### src/rtl/dualram_arbiter.sv
// dualram_arbiter
//   Round-robin arbiter and access sequencer placed in front of a 16x8
//   asynchronous dual-port RAM. Two clients (A, B) issue single read or
//   write transactions. Each transaction occupies the RAM for exactly one
//   ACCESS cycle, followed by a COMPLETE cycle that returns read data and
//   pulses the winner's ack. The RAM is cleared once after every reset.
//
// Ports
//   clk, rst                  clock, synchronous active-high reset
//   a_req/a_wr/a_addr/a_wdata client A request (level, sampled in IDLE)
//   b_req/b_wr/b_addr/b_wdata client B request
//   a_ack/a_rdata             client A completion pulse / read data
//   b_ack/b_rdata             client B completion pulse / read data
//   busy                      high whenever the FSM is not in IDLE
//   ram_*                     RAM control, address and data ports
module dualram_arbiter #(
   parameter int ADDR_WIDTH = 4,
   parameter int DATA_WIDTH = 8
) (
   input  logic                  clk,
   input  logic                  rst,
   input  logic                  a_req,
   input  logic                  a_wr,
   input  logic [ADDR_WIDTH-1:0] a_addr,
   input  logic [DATA_WIDTH-1:0] a_wdata,
   input  logic                  b_req,
   input  logic                  b_wr,
   input  logic [ADDR_WIDTH-1:0] b_addr,
   input  logic [DATA_WIDTH-1:0] b_wdata,
   output logic                  a_ack,
   output logic [DATA_WIDTH-1:0] a_rdata,
   output logic                  b_ack,
   output logic [DATA_WIDTH-1:0] b_rdata,
   output logic                  busy,
   output logic                  ram_cs,
   output logic                  ram_rst,
   output logic                  ram_wr_enb,
   output logic                  ram_rd_enb,
   output logic [ADDR_WIDTH-1:0] ram_wr_addr,
   output logic [ADDR_WIDTH-1:0] ram_rd_addr,
   output logic [DATA_WIDTH-1:0] ram_wr_data,
   input  logic [DATA_WIDTH-1:0] ram_rd_data
);

   localparam logic [1:0] CLEAR    = 2'd0;
   localparam logic [1:0] IDLE     = 2'd1;
   localparam logic [1:0] ACCESS   = 2'd2;
   localparam logic [1:0] COMPLETE = 2'd3;

   logic [1:0]            state_q, state_d;
   logic                  prio_q, prio_d;       // 0 = A wins a tie, 1 = B
   logic                  cmd_id_q, cmd_id_d;   // 0 = A, 1 = B
   logic                  cmd_wr_q, cmd_wr_d;
   logic [ADDR_WIDTH-1:0] cmd_addr_q, cmd_addr_d;
   logic [DATA_WIDTH-1:0] cmd_wdata_q, cmd_wdata_d;

   logic                  a_ack_q, a_ack_d, b_ack_q, b_ack_d;
   logic [DATA_WIDTH-1:0] a_rdata_q, a_rdata_d, b_rdata_q, b_rdata_d;
   logic                  busy_q, busy_d;
   logic                  cs_q, cs_d, rrst_q, rrst_d;
   logic                  wen_q, wen_d, ren_q, ren_d;
   logic [ADDR_WIDTH-1:0] waddr_q, waddr_d, raddr_q, raddr_d;
   logic [DATA_WIDTH-1:0] wdata_q, wdata_d;

   logic                  grant_b;
   logic                  sel_wr;
   logic [ADDR_WIDTH-1:0] sel_addr;
   logic [DATA_WIDTH-1:0] sel_wdata;

   // Winner selection: a lone requester wins, a tie goes to the pointer.
   always_comb begin
      grant_b   = b_req && (!a_req || prio_q);
      sel_wr    = grant_b ? b_wr    : a_wr;
      sel_addr  = grant_b ? b_addr  : a_addr;
      sel_wdata = grant_b ? b_wdata : a_wdata;
   end

   // Outputs are registered, so the values for a state are computed on the
   // transition into it (e.g. ram_cs is set on the IDLE->ACCESS edge).
   always_comb begin
      state_d     = state_q;
      prio_d      = prio_q;
      cmd_id_d    = cmd_id_q;
      cmd_wr_d    = cmd_wr_q;
      cmd_addr_d  = cmd_addr_q;
      cmd_wdata_d = cmd_wdata_q;
      a_ack_d     = 1'b0;
      b_ack_d     = 1'b0;
      a_rdata_d   = a_rdata_q;
      b_rdata_d   = b_rdata_q;
      busy_d      = 1'b1;
      cs_d        = 1'b0;
      rrst_d      = 1'b0;
      wen_d       = 1'b0;
      ren_d       = 1'b0;
      waddr_d     = waddr_q;
      raddr_d     = raddr_q;
      wdata_d     = wdata_q;
      case (state_q)
         CLEAR: begin
            state_d = IDLE;
            busy_d  = 1'b0;
         end
         IDLE: begin
            busy_d = 1'b0;
            if (a_req || b_req) begin
               cmd_id_d    = grant_b;
               cmd_wr_d    = sel_wr;
               cmd_addr_d  = sel_addr;
               cmd_wdata_d = sel_wdata;
               state_d     = ACCESS;
               busy_d      = 1'b1;
               cs_d        = 1'b1;
               if (sel_wr) begin
                  wen_d   = 1'b1;
                  waddr_d = sel_addr;
                  wdata_d = sel_wdata;
               end else begin
                  ren_d   = 1'b1;
                  raddr_d = sel_addr;
               end
            end
         end
         ACCESS: begin
            // RAM is asynchronous: read data is valid at the end of ACCESS.
            state_d = COMPLETE;
            prio_d  = ~cmd_id_q;
            if (cmd_id_q) begin
               b_ack_d = 1'b1;
               if (!cmd_wr_q) b_rdata_d = ram_rd_data;
            end else begin
               a_ack_d = 1'b1;
               if (!cmd_wr_q) a_rdata_d = ram_rd_data;
            end
         end
         default: begin // COMPLETE
            state_d = IDLE;
            busy_d  = 1'b0;
         end
      endcase
   end

   always_ff @(posedge clk) begin
      if (rst) begin
         state_q     <= CLEAR;
         prio_q      <= 1'b0;
         cmd_id_q    <= 1'b0;
         cmd_wr_q    <= 1'b0;
         cmd_addr_q  <= '0;
         cmd_wdata_q <= '0;
         a_ack_q     <= 1'b0;
         b_ack_q     <= 1'b0;
         a_rdata_q   <= '0;
         b_rdata_q   <= '0;
         busy_q      <= 1'b1;
         cs_q        <= 1'b0;
         rrst_q      <= 1'b1;
         wen_q       <= 1'b0;
         ren_q       <= 1'b0;
         waddr_q     <= '0;
         raddr_q     <= '0;
         wdata_q     <= '0;
      end else begin
         state_q     <= state_d;
         prio_q      <= prio_d;
         cmd_id_q    <= cmd_id_d;
         cmd_wr_q    <= cmd_wr_d;
         cmd_addr_q  <= cmd_addr_d;
         cmd_wdata_q <= cmd_wdata_d;
         a_ack_q     <= a_ack_d;
         b_ack_q     <= b_ack_d;
         a_rdata_q   <= a_rdata_d;
         b_rdata_q   <= b_rdata_d;
         busy_q      <= busy_d;
         cs_q        <= cs_d;
         rrst_q      <= rrst_d;
         wen_q       <= wen_d;
         ren_q       <= ren_d;
         waddr_q     <= waddr_d;
         raddr_q     <= raddr_d;
         wdata_q     <= wdata_d;
      end
   end

   assign a_ack       = a_ack_q;
   assign b_ack       = b_ack_q;
   assign a_rdata     = a_rdata_q;
   assign b_rdata     = b_rdata_q;
   assign busy        = busy_q;
   assign ram_cs      = cs_q;
   assign ram_rst     = rrst_q;
   assign ram_wr_enb  = wen_q;
   assign ram_rd_enb  = ren_q;
   assign ram_wr_addr = waddr_q;
   assign ram_rd_addr = raddr_q;
   assign ram_wr_data = wdata_q;

endmodule

### config.mk
export PLATFORM = sky130hd
export DESIGN_NAME = dualram_arbiter
export DESIGN_NICKNAME = d
export VERILOG_FILES = /design/src/rtl/dualram_arbiter.sv
export SDC_FILE = /design/constraint.sdc
export NUM_CORES = 1
export LEC_CHECK = 0
export BUFFER_PORTS_ARGS = -buffer_cell sky130_fd_sc_hd__buf_4
export CAP_MARGIN = 20
export CORE_MARGIN = 2
export CORE_UTILIZATION = 50
export DETAILED_ROUTE_END_ITERATION = 10
export PLACE_DENSITY = 0.83
export SYNTH_ARGS = -nofsm -noshare
export SYNTH_HDL_FRONTEND = slang
export SYNTH_SLANG_ARGS = --single-unit
### constraint.sdc
create_clock -name clk -period 3.85 [get_ports clk]
set_input_delay 0.5775 -clock clk [delete_from_list [all_inputs] [get_ports clk]]
set_output_delay 0.5775 -clock clk [all_outputs]
set_load 0.01 [all_outputs]
==> metrics, run 1 <==
highest metal used met4; Clk Latency, worst-skew pair between 0.3 and 0.4 ns; clk_skew 0.01393 ns; WP data arrival ~2.1 ns; gr ovfl total 0; drt wl/cell 13.51 um; Syn Area/Cell 10.08 um2; RSZ-0062 raised after global routing no; met2 wire len approximately 2000 um; H-tree depth 2; first-pass GRT wire length roughly 6300 um; combinational group share of total power 0.237; # resized after CTS 0; Die Y 64.24 um; worst r2r src state_q[0]; Net Switching approximately 0.00028 W; Ports 77; setup violators final 0; Flop pwr share 0.505; Final Slew Violations 0; total power 0.001016 W; CTS tree built; layout cells sized above 1 0.3952; measured slew at the worst slew-check pin 0.9253 ns; Clock Path Buffers 2; Max Cap Viol 0; router iterations before antenna repair 4; post-CTS setup buffers 0; Post-Route M1 WL 1688 um; hold buffers post-CTS 0; routed vias 1539; initial antenna violation count 0; drt via density 5.235; nature of the critical path startpoint register; gpl congestion 0.7427; post-route core utilization 0.7106; most frequent cells in the layout buf_4 (76), dfxtp_1 (44), nor2_1 (23); clock slew at reported path FFs 0.12 ns; Tmin final 1.875 ns; HP Class input port to register; initial core utilization 0.5311; Max VDD drop about 0.30 mV; clock root buffer clkbuf_4; Die X 64.24 um; Leakage between 1 and 1.5 nW; Routed Antenna Nets 0; most common cell after layout, fill and taps aside buf_4; register area share after synthesis 0.4855; CP Class register to register; sw frac 0.2737; ant diodes 0; detailed placement HPWL between 2000 and 3000 um; port bufs 76; Slew headroom 0.3832; final instance area 2427 um2; hold worst-path end b_rdata[7]; Int Pwr 0.0007378 W; vias in the first global route 1362; Yosys reg bits between 40 and 50; crit share post-route 0.4869; Min-Delay Startpoint ram_rd_data[7]; Worst setup EP type register; setup_tns 0 ns; Num CTS Buffers 5; pin count of the biggest net entering global routing between 40 and 50; Net Count, Synth 221; PD cells 418.5 nW/um2; number of enable flip-flop cells after synthesis 0; Post-synth ARST share 0; Fmax achieved 533.4 MHz; DR DRC count 0; die footprint ~4100 um2; Mapped Area about 1800 um2; Post-synth top flop dfxtp_1; Layout area overhead 33.79%; status finished, final reports clean; Row Count 21; final hold violations 0; starting DRC count in detailed routing 81; overall routing resource usage 0.1984; Core Region 3416 um2; worst reg-to-reg setup slack 1.98 ns; Placed Area 2360 um2; hold depth 3; Mapped Cells between 150 and 200; Max FO, Critical Path 28; WL met3 244 um; RR Endpoint ram_wr_data[0]; Cell variety after synth 28; R2R cell count 3; clk sink count 44; Req. time, crit path 4.06 ns; Synthesis Warnings 0; final net count 290; Clk pwr share 0.258; DRT Wirelength 3972 um
critical path, stage by stage, from the launching register on:
cell	delay, ns
dfxtp_1	0.40
ha_1	0.79
and2_4	0.41
a311oi_2	0.12
registers in the layout, summed over array words and instances (netlist names):
name	cells
b_rdata	8
busy	1
a_rdata	8
state_q	2
cmd_wr_q	1
ram_cs	1
cmd_id_q	1
ram_rd_addr	4
ram_wr_enb	1
prio_q	1
ram_rst	1
a_ack	1
ram_wr_addr	4
ram_wr_data	8
ram_rd_enb	1
b_ack	1
power by group through the flow:
stage / clock [W] / combinational (W) / sequential [W]
floorplan: 0 / 0.000137 / 0.000535
global placement: 0 / 0.000236 / 0.000523
detailed placement: 0 / 0.000242 / 0.000523
CTS: 0.000270 / 0.000242 / 0.000513
global route: 0.000289 / 0.000263 / 0.000518
finish: 0.000262 / 0.000241 / 0.000513
metal layers:
| layer | up-vias | global-route usage |
|---|---|---|
| li1 | 776 | - |
| met4 | 0 | 0.08777 |
| met2 | 61 | 0.3242 |
| met1 | 697 | 0.2544 |
| met3 | 5 | 0.03697 |
| met5 | - | 0 |
cells in the mapped netlist (2+ instances only):
| master | count | area share |
|---|---|---|
| a211oi_1 | 3 | 0.012 |
| a211oi_2 | 5 | 0.034 |
| a21oi_1 | 19 | 0.052 |
| a311oi_1 | 6 | 0.029 |
| a311oi_2 | 5 | 0.041 |
| buf_2 | 3 | 0.0083 |
| buf_6 | 3 | 0.019 |
| clkbuf_1 | 6 | 0.012 |
| dfxtp_1 | 44 | 0.49 |
| ha_1 | 3 | 0.021 |
| inv_1 | 4 | 0.0083 |
| mux2i_1 | 21 | 0.12 |
| nand2_1 | 10 | 0.021 |
| nand2b_1 | 4 | 0.014 |
| nand3_1 | 7 | 0.019 |
| nor2_1 | 23 | 0.048 |
| nor2b_1 | 2 | 0.0069 |
| or2_2 | 2 | 0.0069 |
kinds of logic (layout without fill, tap and decap cells):
family          after synthesis  in the layout  share of synthesized area
compound gates               43             43                     0.1945
fa+ha+maj                     3              3                    0.02069
buf+inv                      18             86                    0.05379
flops                        44             44                     0.4855
mux                          21             21                     0.1159
simple gates                 51             51                     0.1297
metrics by stage:
step | std cells | hold slack [ns] | setup slack [ns]
2_1_floorplan | 180 | 0.4316 | 2.347
3_3_place_gp | 288 | 0.4590 | 1.839
3_5_place_dp | 288 | 0.4634 | 1.769
4_1_cts | 294 | 0.4604 | 2.003
5_1_grt | 294 | 0.4497 | 1.870
6_report | 294 | 0.4657 | 1.975
how the worst max path moves through the flow:
stage / slack, ns / to / depth (start not counted) / from
detailed placement: 1.77 / ram_wr_data[0] / 5 / a_req
global placement: 1.84 / ram_wr_data[5] / 5 / a_req
floorplan: 2.35 / ram_rd_addr[0] / 6 / a_req
finish: 1.98 / ram_wr_data[0] / 3 / state_q[0]
CTS: 2.00 / ram_wr_data[0] / 3 / state_q[0]
global route: 1.87 / ram_rd_addr[0] / 4 / prio_q
cell type report:
type                            count  area, um2
Clock buffer                        5      37.54
Sequential cell                    44      880.8
Tap cell                           46      57.56
Inverter                            4      15.01
Multi-Input combinational cell    118      835.8
Fill cell                         277      988.4
Timing Repair Buffer               76      570.5
Clock inverter                      1      30.03
(Power assumes the default switching activity.)
==> run 2: changes to the inputs <==
- ABC_AREA: default -> 1
- CORE_UTILIZATION: 50 -> 47
- PLACE_DENSITY: 0.83 -> 0.79
- clock period: 3.85 -> 1.9 ns (I/O delays scaled with it)
==> metrics, run 2 <==
number of enable flip-flop cells after synthesis 0; clk sink count 44; final hold violations 0; # resized after CTS 0; register area 880.8 um2; hold buffers post-CTS 0; DRT Wirelength 4071 um; Final Slew Violations 0; detailed placement HPWL 3133 um; Mapped Cells 263; Row Count 22; DR DRC count 0; Post-synth top cells nand2_1 (75), nor2_1 (70), dfxtp_1 (44); Num CTS Buffers 5; Synth area leaders dfxtp_1 (48%), nand2_1 (15%), nor2_1 (14%), inv_1 (5.7%), o21ai_0 (5.2%); Syn Area/Cell 6.965 um2; Post-synth ARST share 0; nature of the critical path startpoint register; gr ovfl total 0; vias in the first global route 1497; final net count about 380; pin count of the biggest net entering global routing 26; WP data arrival 1.65 ns; Layout area overhead 37.23%; Ports 77; Tmin final about 1.4 ns; total power 0.002174 W; drt via density 4.526; router iterations before antenna repair 4; clock slew at reported path FFs ~0.08 ns; main combinational cell family by area after synthesis simple AND/OR/NAND/NOR gates; register area share after synthesis 0.4809; Mapped Area between 1500 and 2000 um2; Synthesis Warnings 0; Synth Area in XOR/XNOR 0; Req. time, crit path 2.12 ns; Yosys top cell area share 0.4809; Post-synth top flop dfxtp_1; starting DRC count in detailed routing a little under 80; die footprint 4413 um2; setup_tns 0 ns; HP Class input port to register; Max Cap Viol 0; clk_skew 0.01053 ns; port bufs 76; Hold WS 0.1719 ns; most common cell after layout, fill and taps aside buf_4; post-synthesis compound-gate area fraction 0.06831; Worst setup EP type register; H-tree depth 2; Fmax achieved between 700 and 800 MHz; measured slew at the worst slew-check pin 0.3182 ns; Die X 66.43 um; routed vias ~1800; Max FO, Critical Path 25; status finished, final reports clean; multi-input logic area 784.5 um2; Synth area leader dfxtp_1; initial antenna violation count 0; CP Class register to register; Clk Latency, worst-skew pair 0.29 ns; layout cells sized above 1 0.2661; ant diodes 0; Yosys reg bits 44; Net Count, Synth 304; Max VDD drop around 0.69 mV; Routed Antenna Nets 0; gpl congestion approximately 0.75; setup violators final 0; Synth Area in Adders 0.02049; Slew headroom 0.7871; drt wl/cell 10.44 um; Core Region 3716 um2; Leakage 1.335 nW; overall routing resource usage 0.1875; PD cells 864.9 nW/um2; clock root buffer clkbuf_8; post-CTS setup buffers 0; FILL cells approximately 380; RSZ-0062 raised after global routing no; most frequent cells in the layout buf_4 (78), nand2_1 (75), nor2_1 (70); Simple-Gate Fraction of Synth Area 0.3395; top-count cell post-synth nand2_1; crit share post-route 0.7490; CTS tree built; initial core utilization 0.4929; first-pass GRT wire length 6320 um; mux contribution to synthesized area 0; Cell variety after synth 21; Clock Path Buffers 2; Die Y 66.43 um
## run 2: cell types whose count changed in the layout (fill, tap and decap cells not counted), sizes merged, moves of 8 or more
cell,change
nand2,+66
nor2,+48
inv,+25
mux2i,-21
o21ai,+19
a21oi,-16
a311oi,-11
a211oi,-8
## run 2: through the flow
step           utilization  cells  setup WS, ns  area, um2
2_1_floorplan            -    263        0.6299       1832
3_3_place_gp        0.6522    382        0.5172       2424
3_5_place_dp        0.6522    382        0.4393       2424
4_1_cts             0.6764    390        0.4492       2514
5_1_grt             0.6764    390        0.2675       2514
6_report            0.6764    390        0.4770       2514
## run 2: final timing paths
check	start	end	slack, ns	cells past startpoint
max reg2reg	state_q[1]	ram_wr_data[6]	0.48	8
max	state_q[1]	ram_wr_data[6]	0.48	8
min reg2reg	a_rdata[6]	a_rdata[6]	0.49	2
min	rst	ram_rst	0.17	1
## run 2: kinds of logic after synthesis
| kind of cell | after synthesis |
|---|---|
| DFF | 44 |
| and+or+nand+nor | 155 |
| adders and majority gates | 3 |
| buffers and inverters | 37 |
| AOI/OAI and AO/OA | 24 |
## run 2: power by group
part	switching (W)	leakage (nW)	total, W	internal, W
Clock	0.000293	0.0455	0.000589	0.000297
Sequential	0.0000485	0.359	0.00106	0.00102
Combinational	0.000279	0.930	0.000520	0.000241
## run 2: layout make-up
class	count	share of cell area
sequential	44	0.3504
multi-input combinational	182	0.3121
inverter	30	0.04480
timing repair buffer	78	0.2330
tap	48	0.02389
clock buffer	8	0.03584
## run 2: critical path, stage by stage, from the launching register on
cell and delay, ns:
dfxtp_1 0.33, inv_1 0.08, ha_1 0.18, inv_1 0.08, nor2_4 0.17, nand3_4 0.24
nand2_1 0.13, nand2_1 0.05, nor2_1 0.10
## run 2: routing by layer
metal  track usage  vias to the layer above  wire [um]
met3       0.04259                        4        199
li1              -                      945          -
met2        0.3363                       44       2038
met1        0.2181                      772       1787
met4       0.06122                        0         45
met5             0                        -          0
==> run 3: changes to the inputs <==
- ABC_AREA: 1 -> 0
- clock period: 1.9 -> 1.44 ns (I/O delays scaled with it)
==> metrics, run 3 (synthesized netlist as in run 1, its figures left out) <==
Max VDD drop 0.5592 mV; multi-input logic area 867.1 um2; total power 0.003005 W; layout cells sized above 1 0.4363; PD cells 1160 nW/um2; Routed Antenna Nets 0; Tmin final 1.378 ns; DRT Wirelength about 4400 um; vias in the first global route about 1500; hold buffers post-CTS 0; H-tree depth 2; post-CTS setup buffers 0; ant diodes 0; Die Y between 60 and 70 um; DR DRC count 0; CP Class register to register; CTS tree built; clock slew at reported path FFs ~0.07 ns; Req. time, crit path 1.60 ns; clk_skew roughly 0.0033 ns; Layout area overhead 42.83%; gpl congestion just over 0.7; RR Endpoint ram_rd_addr[3]; starting DRC count in detailed routing 63; Net Switching 0.0008031 W; overall routing resource usage 0.1998; router iterations before antenna repair 4; drt via density 5.238; Worst setup EP type register; HP Class input port to register; Max FO, Critical Path 9; Clock Path Buffers 2; register area around 880 um2; crit share post-route 0.9567; Leakage roughly 1.2 nW; final hold violations 0; initial antenna violation count 0; R2R cell count 5; most common cell after layout, fill and taps aside buf_4; drt wl/cell 14.21 um; Int Pwr 0.002202 W; worst r2r src prio_q; Final Slew Violations 0; gr ovfl total 0; Slew headroom 0.6849; combinational group share of total power 0.251; initial core utilization 0.4919; FILL cells 303; Core Region about 3700 um2; Row Count 22; Ports 77; die footprint ~4400 um2; Max Cap Viol 0; WP data arrival 1.54 ns; measured slew at the worst slew-check pin 0.4727 ns; routed vias about 1600; nature of the critical path startpoint register; setup_tns 0 ns; Worst Setup SP prio_q; worst reg-to-reg setup slack 0.06 ns; clk sink count 44; clock root buffer clkbuf_8; most frequent cells in the layout buf_4 (85), dfxtp_1 (44), nor2_1 (23); Clk Latency, worst-skew pair 0.29 ns; Clk pwr share 0.290; Flop pwr share 0.459; Num CTS Buffers 5; port bufs 76; CP endpoint ram_rd_addr[3]; Die X 66.13 um; detailed placement HPWL just over 3000 um; setup violators final 0; sw frac 0.2672; Hold WS 0.1649 ns; status finished, final reports clean; first-pass GRT wire length 6624 um; pin count of the biggest net entering global routing 43; final net count approximately 300; Fmax achieved 725.9 MHz
-- run 3: changes by cell type in the layout (fill, tap and decap cells not counted), sizes merged, moves of 16 or more --
| cell | change |
|---|---|
| a21oi | +16 |
| nor2 | -48 |
| o21ai | -19 |
| inv | -25 |
| mux2i | +21 |
| nand2 | -66 |
-- run 3: cell type report --
cell class	count	share of cell area
Timing Repair Buffer	87	0.2583
Clock inverter	1	0.01159
Multi-Input combinational cell	118	0.3346
Tap cell	48	0.02318
Sequential cell	44	0.3399
Clock buffer	5	0.02656
Inverter	4	0.005794
-- run 3: power groups by stage --
stage                     logic, W  clock network [W]  registers (W)
after global placement    0.000706                  0        0.00140
after detailed placement  0.000719                  0        0.00140
after global routing      0.000819           0.000929        0.00139
final                     0.000755           0.000871        0.00138
after floorplan           0.000369                  0        0.00143
after CTS                 0.000726           0.000890        0.00137
-- run 3: worst max-delay path, cell delays in order, from the launching register on --
cell	delay (ns)
dfxtp_1	0.33
nand2b_1	0.17
buf_4	0.15
nand2_4	0.14
mux2i_1	0.32
a311oi_1	0.13
-- run 3: worst min-delay path by stage --
stage / start / end / slack [ns] / cells past startpoint
finish: ram_rd_data[2] / b_rdata[2] / 0.16 / 3
global route: ram_rd_data[3] / b_rdata[3] / 0.17 / 3
CTS: ram_rd_data[2] / b_rdata[2] / 0.16 / 3
detailed placement: cmd_id_q / b_ack / 0.45 / 2
global placement: cmd_id_q / b_ack / 0.45 / 2
floorplan: rst / ram_rst / 0.24 / 0
-- run 3: timing repair --
item	CTS	global route
resized for setup	1	7
pin swaps	0	1
endpoints found under the setup margin	1	11
-- run 3: per-layer routing --
layer / part of all wire / global-route usage / vias up / wire (um)
met5: 0 / 0 / - / 0
met3: 0.049 / 0.05963 / 5 / 215
met4: 0.012 / 0.06633 / 0 / 54
li1: - / - / 794 / -
met1: 0.42 / 0.2335 / 762 / 1816
met2: 0.52 / 0.3463 / 47 / 2275
-- run 3: per-stage QoR --
stage	worst slack [ns]	std cells	utilization	area, um2
after detailed placement	0.009448	301	0.6662	2457
after global routing	-0.008833	307	0.7025	2591
final	0.06234	307	0.7025	2591
after CTS	0.02709	307	0.6937	2559
after global placement	0.05946	301	0.6662	2457
after floorplan	0.01126	180	-	1815
